==> config.mk <==
export PLATFORM = sky130hd
export DESIGN_NAME = fifo_drain_ctrl
export DESIGN_NICKNAME = d
export VERILOG_FILES = /design/src/rtl/fifo_pkg.sv /design/src/rtl/drain_obuf.sv /design/src/rtl/fifo_drain_ctrl.sv
export SDC_FILE = /design/constraint.sdc
export NUM_CORES = 1
export LEC_CHECK = 0
export BUFFER_PORTS_ARGS = -buffer_cell sky130_fd_sc_hd__buf_2
export CAP_MARGIN = 15
export CORE_ASPECT_RATIO = 1.5
export CORE_UTILIZATION = 40
export DETAILED_ROUTE_END_ITERATION = 10
export PLACE_DENSITY = 0.67
export SLEW_MARGIN = 20
export SYNTH_ARGS = -nofsm -noshare
export SYNTH_HDL_FRONTEND = slang
export SYNTH_SLANG_ARGS = --single-unit
==> constraint.sdc <==
create_clock -name clk -period 2.7 [get_ports clk]
set_clock_uncertainty 0.2 [all_clocks]
set_input_delay 0.405 -clock clk [delete_from_list [all_inputs] [get_ports clk]]
set_output_delay 0.405 -clock clk [all_outputs]
set_load 0.02 [all_outputs]
==> src/rtl/fifo_pkg.sv <==
// Shared definitions for the ping-pong FIFO drain controller: width defaults,
// FSM state encoding and statistics counter widths.
package fifo_pkg;

  localparam int DATA_WIDTH_DEF = 8;
  localparam int ADDR_WIDTH_DEF = 3;
  localparam int STAT_WORDS_W   = 16;
  localparam int STAT_ERRS_W    = 8;

  typedef enum logic [1:0] {
    IDLE  = 2'd0,
    READ  = 2'd1,
    STALL = 2'd2,
    HALT  = 2'd3
  } state_t;

endpackage

==> src/rtl/drain_obuf.sv <==
// Circular output skid buffer for the drain controller; head entry is
// presented combinationally, push and pop in one cycle are both honoured.
module drain_obuf #(
  parameter int DW    = 8,
  parameter int DEPTH = 4
) (
  input  logic                       clk,
  input  logic                       rst,
  input  logic                       push,
  input  logic [DW-1:0]              push_data,
  input  logic                       pop,
  output logic [DW-1:0]              data,
  output logic [$clog2(DEPTH+1)-1:0] count
);

  localparam int PW = $clog2(DEPTH);
  localparam int CW = $clog2(DEPTH+1);

  logic [DW-1:0] mem [DEPTH];
  logic [PW-1:0] wp;
  logic [PW-1:0] rp;
  logic          pop_ok;
  logic          push_ok;

  assign pop_ok  = pop && (count != '0);
  assign push_ok = push && ((count != CW'(DEPTH)) || pop_ok);
  assign data    = mem[rp];

  always_ff @(posedge clk) begin
    if (!rst) begin
      wp    <= '0;
      rp    <= '0;
      count <= '0;
      for (int i = 0; i < DEPTH; i++) mem[i] <= '0;
    end else begin
      if (push_ok) begin
        mem[wp] <= push_data;
        wp      <= wp + PW'(1);
      end
      if (pop_ok) rp <= rp + PW'(1);
      count <= count + CW'(push_ok) - CW'(pop_ok);
    end
  end

endmodule

==> src/rtl/fifo_drain_ctrl.sv <==
// Consumer-side drain controller for the ping-pong FIFO: credit-limited read
// issue, latency absorption and valid/ready output. Option: FIFO_DRAIN_STATS_EN.
//
// Handshake: a word moves downstream on every cycle where m_valid && m_ready
// are both high at the rising clk edge; m_valid never depends on m_ready.
module fifo_drain_ctrl
  import fifo_pkg::*;
#(
  parameter int DATA_WIDTH   = DATA_WIDTH_DEF,
  parameter int ADDR_WIDTH   = ADDR_WIDTH_DEF,
  parameter int OBUF_DEPTH   = 4,
  parameter int MAX_INFLIGHT = 3
) (
  input  logic                  clk,
  input  logic                  rst,
  input  logic                  wr_evt,
  output logic                  fifo_re,
  input  logic [DATA_WIDTH-1:0] fifo_do,
  input  logic                  fifo_read_valid,
  input  logic                  fifo_r_err,
  output logic [DATA_WIDTH-1:0] m_data,
  output logic                  m_valid,
  input  logic                  m_ready,
  input  logic                  clear_err,
  output logic [ADDR_WIDTH:0]   occupancy,
  output logic                  halted,
  output state_t                dbg_state
`ifdef FIFO_DRAIN_STATS_EN
  ,
  output logic [STAT_WORDS_W-1:0] stat_words,
  output logic [STAT_ERRS_W-1:0]  stat_errs
`endif
);

  localparam int DEPTH = 2**ADDR_WIDTH;
  localparam int IW    = $clog2(MAX_INFLIGHT+1);
  localparam int CW    = $clog2(OBUF_DEPTH+1);
  localparam logic [ADDR_WIDTH:0] OCC_FULL = (ADDR_WIDTH+1)'(DEPTH);

  state_t                state;
  logic [ADDR_WIDTH:0]   occ;
  logic [IW-1:0]         inflight;
  logic [CW-1:0]         count;
  logic                  credit;
  logic                  occ_nz;
  logic                  rv_ok;
  logic                  err;
  logic                  wr_ok;

  // Credit counts words already requested so the skid buffer can never overflow.
  assign credit  = (inflight < IW'(MAX_INFLIGHT)) &&
                   ((int'(count) + int'(inflight)) < OBUF_DEPTH);
  assign occ_nz  = (occ != '0);
  assign fifo_re = (state == READ) && occ_nz && credit;
  assign rv_ok   = fifo_read_valid && (inflight != '0);
  assign err     = fifo_r_err || (fifo_read_valid && (inflight == '0));
  assign wr_ok   = wr_evt && ((occ != OCC_FULL) || fifo_re);

  always_ff @(posedge clk) begin
    if (!rst) begin
      state    <= IDLE;
      occ      <= '0;
      inflight <= '0;
    end else begin
      occ      <= occ + (ADDR_WIDTH+1)'(wr_ok) - (ADDR_WIDTH+1)'(fifo_re);
      inflight <= inflight + IW'(fifo_re) - IW'(rv_ok);
      if (err) begin
        state <= HALT;
      end else begin
        case (state)
          IDLE:  if (occ_nz) state <= READ;
          READ: begin
            if (occ_nz && !credit)                 state <= STALL;
            else if (!occ_nz && (inflight == '0))  state <= IDLE;
          end
          STALL: if (credit) state <= READ;
          HALT: begin
            if (clear_err && (inflight == '0)) begin
              state <= IDLE;
              occ   <= '0;
            end
          end
          default: state <= IDLE;
        endcase
      end
    end
  end

  drain_obuf #(
    .DW    (DATA_WIDTH),
    .DEPTH (OBUF_DEPTH)
  ) u_obuf (
    .clk       (clk),
    .rst       (rst),
    .push      (fifo_read_valid),
    .push_data (fifo_do),
    .pop       (m_ready),
    .data      (m_data),
    .count     (count)
  );

  assign m_valid   = (count != '0);
  assign occupancy = occ;
  assign halted    = (state == HALT);
  assign dbg_state = state;

`ifdef FIFO_DRAIN_STATS_EN
  always_ff @(posedge clk) begin
    if (!rst) begin
      stat_words <= '0;
      stat_errs  <= '0;
    end else begin
      if (m_valid && m_ready) stat_words <= stat_words + STAT_WORDS_W'(1);
      if (err && (state != HALT) && (stat_errs != {STAT_ERRS_W{1'b1}}))
        stat_errs <= stat_errs + STAT_ERRS_W'(1);
    end
  end
`endif

endmodule

==> run_results.csv, run 1 <==
group,metric,value,unit
status,status,"finished, final reports clean",
sta,period_needed,2.54,ns
route,routed_wl,4190,um
run,cap_violations,0,
synth,synthArstFlopShare,0,%
setup_path,rrSetupSlack,0.16,ns
finish,post-route-cell-area,2780,um^2
floorplan,die_area,6280,um^2
sta,period_share,94.2,%
synth,yosys.cell_types.count,38,
global_routing,grt_antenna_before_repair,0,
floorplan,io_pins,32,
sta,finalMaxSlewViolations,0,
setup_path,reg2regPathDepth,11,
floorplan,die_y,96.6,um
pwr,power.density,883,nW/um^2
global_routing,overflow,0,
sta,worst_pin_slew,0.561,ns
sta,setup_ws,0.156,ns
floorplan,rows,34,
clocking,cts_setup_buffers,0,
clocking,cts_hold_buf,0,
setup_path,criticalPathCategory,"reg -> reg",
synth,synthTopCellsByArea,"edfxtp_1 (40%), dfxtp_1 (14%), and2_1 (8.7%), mux4_2 (7.6%), ha_1 (5.2%)",
setup_path,cp_data_required_time,2.70,ns
clocking,clock_latency,0.30,ns
sta,fmax,0.393,GHz
setup_path,cpMaxStageDelayCell,"dfxtp_1",
setup_path,crit_chain,"inv_1 -> ha_1 -> nor3b_2 -> nor3b_2 -> nand3_2 -> or2_2 -> ha_1 -> a21o_1 -> a21oi_1 -> xnor2_1 -> nor2_1",
global_routing,grt_pass1_wl,7130,um
floorplan,start_util,41.2,%
worst_hold_path,hp-start,"fifo_do[5]",
clocking,clock-root-buffer,"clkbuf_8",
sta,hold_viol_final,0,
route,firstDrtPassIters,4,
worst_hold_path,min_to,"u_obuf.mem[0][5]",
placed_design,dpl_worst_slack,0.0845,ns
worst_hold_path,min_path_type,"in -> reg",
setup_path,rr_startpoint,"occupancy[2]",
clocking,cts_inserted_buffers,5,
sta,rsz0062_at_grt,"yes",
synth,ys_seq_area_share,54.6,%
sta,final.hold.worst_slack,0.209,ns
finish,drive_gt1_share,31.0,%
clocking,clkTransAtPathRegs,0.09,ns
synth,synth_fp_nets,215,
setup_path,critPathMaxStageDelay,0.33,ns
global_routing,grt_max_degree,20,
global_routing,grt_pass1_vias,1572,
clocking,cts_resized,0,
synth,syn_inst,188,
setup_path,cp.arrival,2.54,ns
finish,nFillCells,545,
placed_design,dpl_cell_area,2670,um^2
route,drt_iter0_drc,75,
route,antenna_left,0,
global_routing,track_usage,15.6,%
synth,ys_ff_latch,49,
setup_path,reg2reg_to,"occupancy[3]",
pwr,finalPower,2.45,mW
clocking,cts_tree,"built",
route,num_vias,1494,
floorplan,coreArea,5790,um^2
finish,fin_nets,258,
placed_design,gp_congestion,0.784,
setup_path,start_kind,"flop",
pwr,power.leakage,1.16,nW
finish,area_delta_synth_final,16.4,%
route,wl_per_cell,13.8,um
finish,antennaDiodeCount,0,
sta,setup_violations,0,
clocking,cts.path.max_buffers,2,
synth,yosysTopAreaCellShare,40.3,%
route,vias_per_cell,4.91,
setup_path,critPathMaxFanout,4,
synth,ys.flop_type,"edfxtp_1",
setup_path,end_kind,"flop",
synth,syn-mean-instance-area,12.7,um^2
clocking,h-tree-depth,2,
synth,synth_warnings,0,
synth,synth_edf_count,32,
route,drc,0,
worst_hold_path,holdPathStages,2,
synth,synthesis.area,2380,um^2
pwr,ir_drop,484,uV
sta,worst_slew_margin_rel,62.6,%
placed_design,portBuffers,31,
synth,synth_area_leader_cell,"edfxtp_1",
placed_design,dp_hpwl,2940,um
clocking,cts.sinks,49,
floorplan,die_width,65.0,um
==> per-stage QoR <==
| step | utilization, % | setup TNS, ns | cells |
|---|---|---|---|
| 2_1_floorplan | - | 0 | 188 |
| 3_3_place_gp | 46.2 | 0 | 296 |
| 3_5_place_dp | 46.2 | 0 | 296 |
| 4_1_cts | 47.7 | 0 | 304 |
| 5_1_grt | 48.0 | -0.0226 | 304 |
| 6_report | 48.0 | 0 | 304 |
==> routing by layer <==
layer / GRT usage (%) / wire (um) / part of all wire (%)
met2: 29.7 / 2170 / 52
met3: 3.52 / 212 / 5.1
met5: 0 / 0 / 0
met1: 15.8 / 1710 / 41
met4: 7.61 / 95 / 2.3
==> sequential cells by signal, indices dropped and copies added (netlist names), named ones only <==
| name | flops |
|---|---|
| dbg_state | 2 |
| inflight | 2 |
| occupancy | 4 |
| u_obuf.count | 3 |
| u_obuf.mem | 32 |
| u_obuf.rp | 2 |
| u_obuf.wp | 2 |
==> synthesized netlist by cell type (2+ instances only) <==
master    count
nor2_1        9
and2_2        8
mux4_2        8
and2_1       33
ha_1         10
edfxtp_1     32
xnor2_1       8
o31ai_1       3
nand2_1       6
nor3_1        2
o21ai_0       4
inv_1        15
dfxtp_1      17
and3_4        2
nor2b_1       2
xor2_1        2
nand3_1       4
nor3b_1       2
fa_1          2
==> critical path, delay by kind of cell, from the launching register on <==
kind / cells / cell delay, ns
DFF: 1 / 0.33
buffers and inverters: 1 / 0.07
AOI/OAI and AO/OA: 2 / 0.34
xor gates and xnor gates: 1 / 0.13
and+or+nand+nor: 5 / 0.91
adders and majority gates: 2 / 0.47
==> report_power, final <==
part	internal (mW)	switching (mW)	leakage, nW
Sequential	0.942	0.125	0.476
Combinational	0.467	0.492	0.644
Clock	0.183	0.244	0.0374
==> final cells by class <==
type | count | area, um^2 | share of cell area, %
Sequential cell | 49 | 1300 | 46.9
Multi-Input combinational cell | 120 | 1020 | 36.7
Timing Repair Buffer | 40 | 223 | 8.02
Tap cell | 72 | 90.1 | 3.24
Clock buffer | 6 | 72.6 | 2.61
Inverter | 15 | 56.3 | 2.03
Clock inverter | 2 | 15.0 | 0.541
==> how the worst max path moves through the flow <==
stage	slack [ns]	endpoint	from	cells past startpoint
final	0.16	occupancy[3]	occupancy[2]	11
after global routing	-0.02	occupancy[3]	occupancy[2]	11
after CTS	0.06	occupancy[2]	occupancy[2]	11
after detailed placement	0.08	occupancy[2]	occupancy[2]	11
after global placement	0.15	occupancy[3]	occupancy[2]	11
after floorplan	0.04	occupancy[3]	occupancy[2]	11
==> cell usage in the layout, fill, tap and decap left out, types with 5 or more instances in the layout <==
cell type and count:
mux4_2 8, dfxtp_1 17, xnor2_1 8, edfxtp_1 32, inv_1 15, and2_1 33, buf_4 9, and2_2 8
nor2_1 9, nand2_1 6, ha_1 10, clkbuf_8 5, buf_2 31
==> cells by family after synthesis <==
family,share of synthesized area [%]
simple gates,18.7
flops,54.6
buf+inv,3.36
compound gates,4.83
fa+ha+maj,6.93
xor+xnor,3.67
mux,7.97
(Power assumes the default switching activity.)
==> run 2, diff against run 1 <==
SYNTH_HIERARCHICAL = 1   (was unset)
==> run 2 against run 1 <==
  * Via count grew 4.5%
  * First-iteration DRC count shrank 32%
  * Die area grew 1.0%
  * Total power grew 8.9%
  * Sequential share of layout area shrank 1.6 points
  * Final area grew 3.8%
  * Register-to-register slack lost 0.09 ns
  * Area after synthesis grew 1.0%
  * Wire length grew 11%
  * Clock power grew 28%
  * Count of clock-buffer cells in the layout is the same
  * Critical path type unchanged
  * Largest cell class unchanged
  * Largest power group unchanged
==> run_results.csv, run 2 <==
group,metric,value,unit
status,status,"finished, final reports clean",
pwr,power.internal,1.76,mW
sta,worst_slew_margin_rel,63.0,%
sta,fmax,0.380,GHz
route,drc,0,
synth,synth_common_cells,"edfxtp_1 (32), and2_1 (31), dfxtp_1 (17), inv_1 (15), nor2_1 (11)",
setup_path,end_kind,"flop",
synth,ys.flop_type,"edfxtp_1",
setup_path,critPathMaxStageDelay,0.37,ns
route,num_vias,1561,
route,vias_per_cell,5.00,
route,routed_wl,4660,um
floorplan,start_util,41.7,%
synth,syn-mean-instance-area,12.6,um^2
setup_path,crit_chain,"inv_1 -> ha_1 -> or3b_4 -> nand2_1 -> or3_4 -> or2_4 -> nand2_1 -> ha_2 -> inv_1 -> fa_1 -> xor2_1 -> nor2_1",
global_routing,track_usage,16.3,%
finish,antennaDiodeCount,0,
floorplan,die_area,6350,um^2
pwr,finalPower,2.67,mW
finish,post-route-util,49.8,%
synth,yosysTopAreaCellShare,39.9,%
global_routing,grt_antenna_before_repair,0,
floorplan,coreArea,5790,um^2
pwr,seqPwrFrac,40.0,%
global_routing,grt_pass1_vias,1618,
sta,setup_violations,0,
setup_path,cp_data_required_time,2.68,ns
synth,synth_edf_count,32,
finish,layout_common_cells,"edfxtp_1 (32), and2_1 (31), buf_2 (31), inv_1 (15), dfxtp_1 (15)",
finish,final_common_cell,"edfxtp_1",
clocking,cts_inserted_buffers,5,
setup_path,cpMaxStageDelayCell,"or3_4",
sta,finalMaxSlewViolations,0,
worst_hold_path,min_path_type,"in -> reg",
setup_path,critPathMaxFanout,3,
pwr,ir_drop,558,uV
sta,hold_viol_final,0,
finish,drive_gt1_share,31.3,%
pwr,p_sw,915,uW
floorplan,rows,34,
global_routing,overflow,0,
clocking,clock_latency,0.30,ns
finish,largest_reg_flops,32,
pwr,pwr-share-clk,20.4,%
pwr,power.density,926,nW/um^2
clocking,cts.path.max_buffers,2,
placed_design,dpl_worst_slack,0.0273,ns
synth,syn_inst,192,
synth,synthesis.area,2410,um^2
run,cap_violations,0,
clocking,h-tree-depth,2,
route,wl_per_cell,14.9,um
pwr,power.leakage,1.22,nW
synth,synth_area_leader_cell,"edfxtp_1",
sta,rsz0062_at_grt,"yes",
clocking,clkTransAtPathRegs,0.09,ns
synth,synthTopCellsByArea,"edfxtp_1 (40%), dfxtp_1 (14%), and2_1 (8.0%), mux4_2 (7.5%), ha_1 (5.2%)",
setup_path,criticalPathCategory,"reg -> reg",
route,drt_iter0_drc,51,
placed_design,portBuffers,31,
sta,period_share,97.5,%
synth,synth_most_common_cell,"edfxtp_1",
floorplan,io_pins,32,
setup_path,cp.arrival,2.62,ns
pwr,swShare,34.3,%
route,firstDrtPassIters,4,
synth,synthArstFlopShare,0,%
finish,fin_nets,266,
synth,synth_warnings,6,
placed_design,dp_hpwl,3510,um
clocking,cts.sinks,49,
finish,area_delta_synth_final,19.6,%
floorplan,die_y,97.1,um
finish,regMostFlops,"u_obuf/mem",
pwr,comb_power_share,39.6,%
clocking,cts_setup_buffers,0,
sta,setup_ws,0.0670,ns
global_routing,grt_pass1_wl,7650,um
sta,worst_pin_slew,0.554,ns
synth,ys_seq_area_share,54.0,%
clocking,cts_hold_buf,0,
synth,ys_ff_latch,49,
sta,period_needed,2.63,ns
route,antenna_left,0,
synth,synth_fp_nets,219,
floorplan,die_width,65.4,um
setup_path,start_kind,"flop",
clocking,clock-root-buffer,"clkbuf_8",
clocking,cts_tree,"built",
synth,yosys.cell_types.count,42,
placed_design,gp_congestion,0.799,
finish,nFillCells,558,
global_routing,grt_max_degree,22,
-- run 2: worst max-delay path: cells and delay by family (launching register included) --
| kind | cells | cell delay, ns |
|---|---|---|
| simple gates | 6 | 1.01 |
| fa+ha+maj | 3 | 0.71 |
| xor+xnor | 1 | 0.13 |
| flops | 1 | 0.35 |
| buf+inv | 2 | 0.10 |
-- run 2: final timing paths --
kind,start,end,slack [ns],cells past startpoint
setup / recovery,occupancy[2],occupancy[2],0.07,12
hold / removal,fifo_do[1],u_obuf/mem[1][1],0.21,2
setup reg to reg,occupancy[2],occupancy[2],0.07,12
hold reg to reg,u_obuf/rp[1],flop,0.34,2
-- run 2: what timing repair did --
| action | in CTS | in global routing |
|---|---|---|
| gates resized for setup | 1 | 4 |
| pin swaps | 0 | 2 |
| setup endpoints to repair | 1 | 4 |
-- run 2: logic make-up after synthesis --
group	after synthesis	share of synthesized area (%)
buffers and inverters	20	3.22
AND/OR/NAND/NOR	76	19.9
adder cells (fa/ha/maj)	12	6.85
XOR/XNOR	8	2.91
AO/OA/AOI/OAI	19	5.66
flip-flops	49	54.0
multiplexers	8	7.48
-- run 2: per-stage QoR --
| step | setup TNS, ns | std cells | area (um^2) | hold WS (ns) |
|---|---|---|---|---|
| 3_5_place_dp | 0 | 304 | 2740 | 0.321 |
| 4_1_cts | 0 | 312 | 2870 | 0.207 |
| 3_3_place_gp | 0 | 304 | 2740 | 0.313 |
| 2_1_floorplan | 0 | 192 | 2410 | 0.285 |
| 6_report | 0 | 312 | 2880 | 0.213 |
| 5_1_grt | -0.0251 | 312 | 2880 | 0.210 |
-- run 2: power by group through the flow --
| stage | combinational [mW] | clock (mW) | sequential (mW) |
|---|---|---|---|
| finish | 1.06 | 0.545 | 1.07 |
| CTS | 1.05 | 0.557 | 1.07 |
| global placement | 1.03 | 0 | 1.08 |
| global route | 1.19 | 0.582 | 1.09 |
| floorplan | 0.730 | 0 | 1.09 |
| detailed placement | 1.04 | 0 | 1.09 |
-- run 2: cell type report --
class | instances | area, um^2 | area share, %
sequential | 49 | 1310 | 45.3
multi-input combinational | 123 | 1050 | 36.4
tap | 72 | 90.1 | 3.13
inverter | 15 | 56.3 | 1.95
timing repair buffer | 45 | 260 | 9.03
clock buffer | 6 | 82.6 | 2.86
clock inverter | 2 | 37.5 | 1.30
-- run 2: routing by layer --
layer / vias up / track usage, % / routed length (um)
met2: 37 / 29.1 / 2590
met4: 0 / 8.19 / 110
met1: 730 / 17.6 / 1810
met3: 13 / 3.29 / 149
met5: - / 0 / 0
li1: 781 / - / -
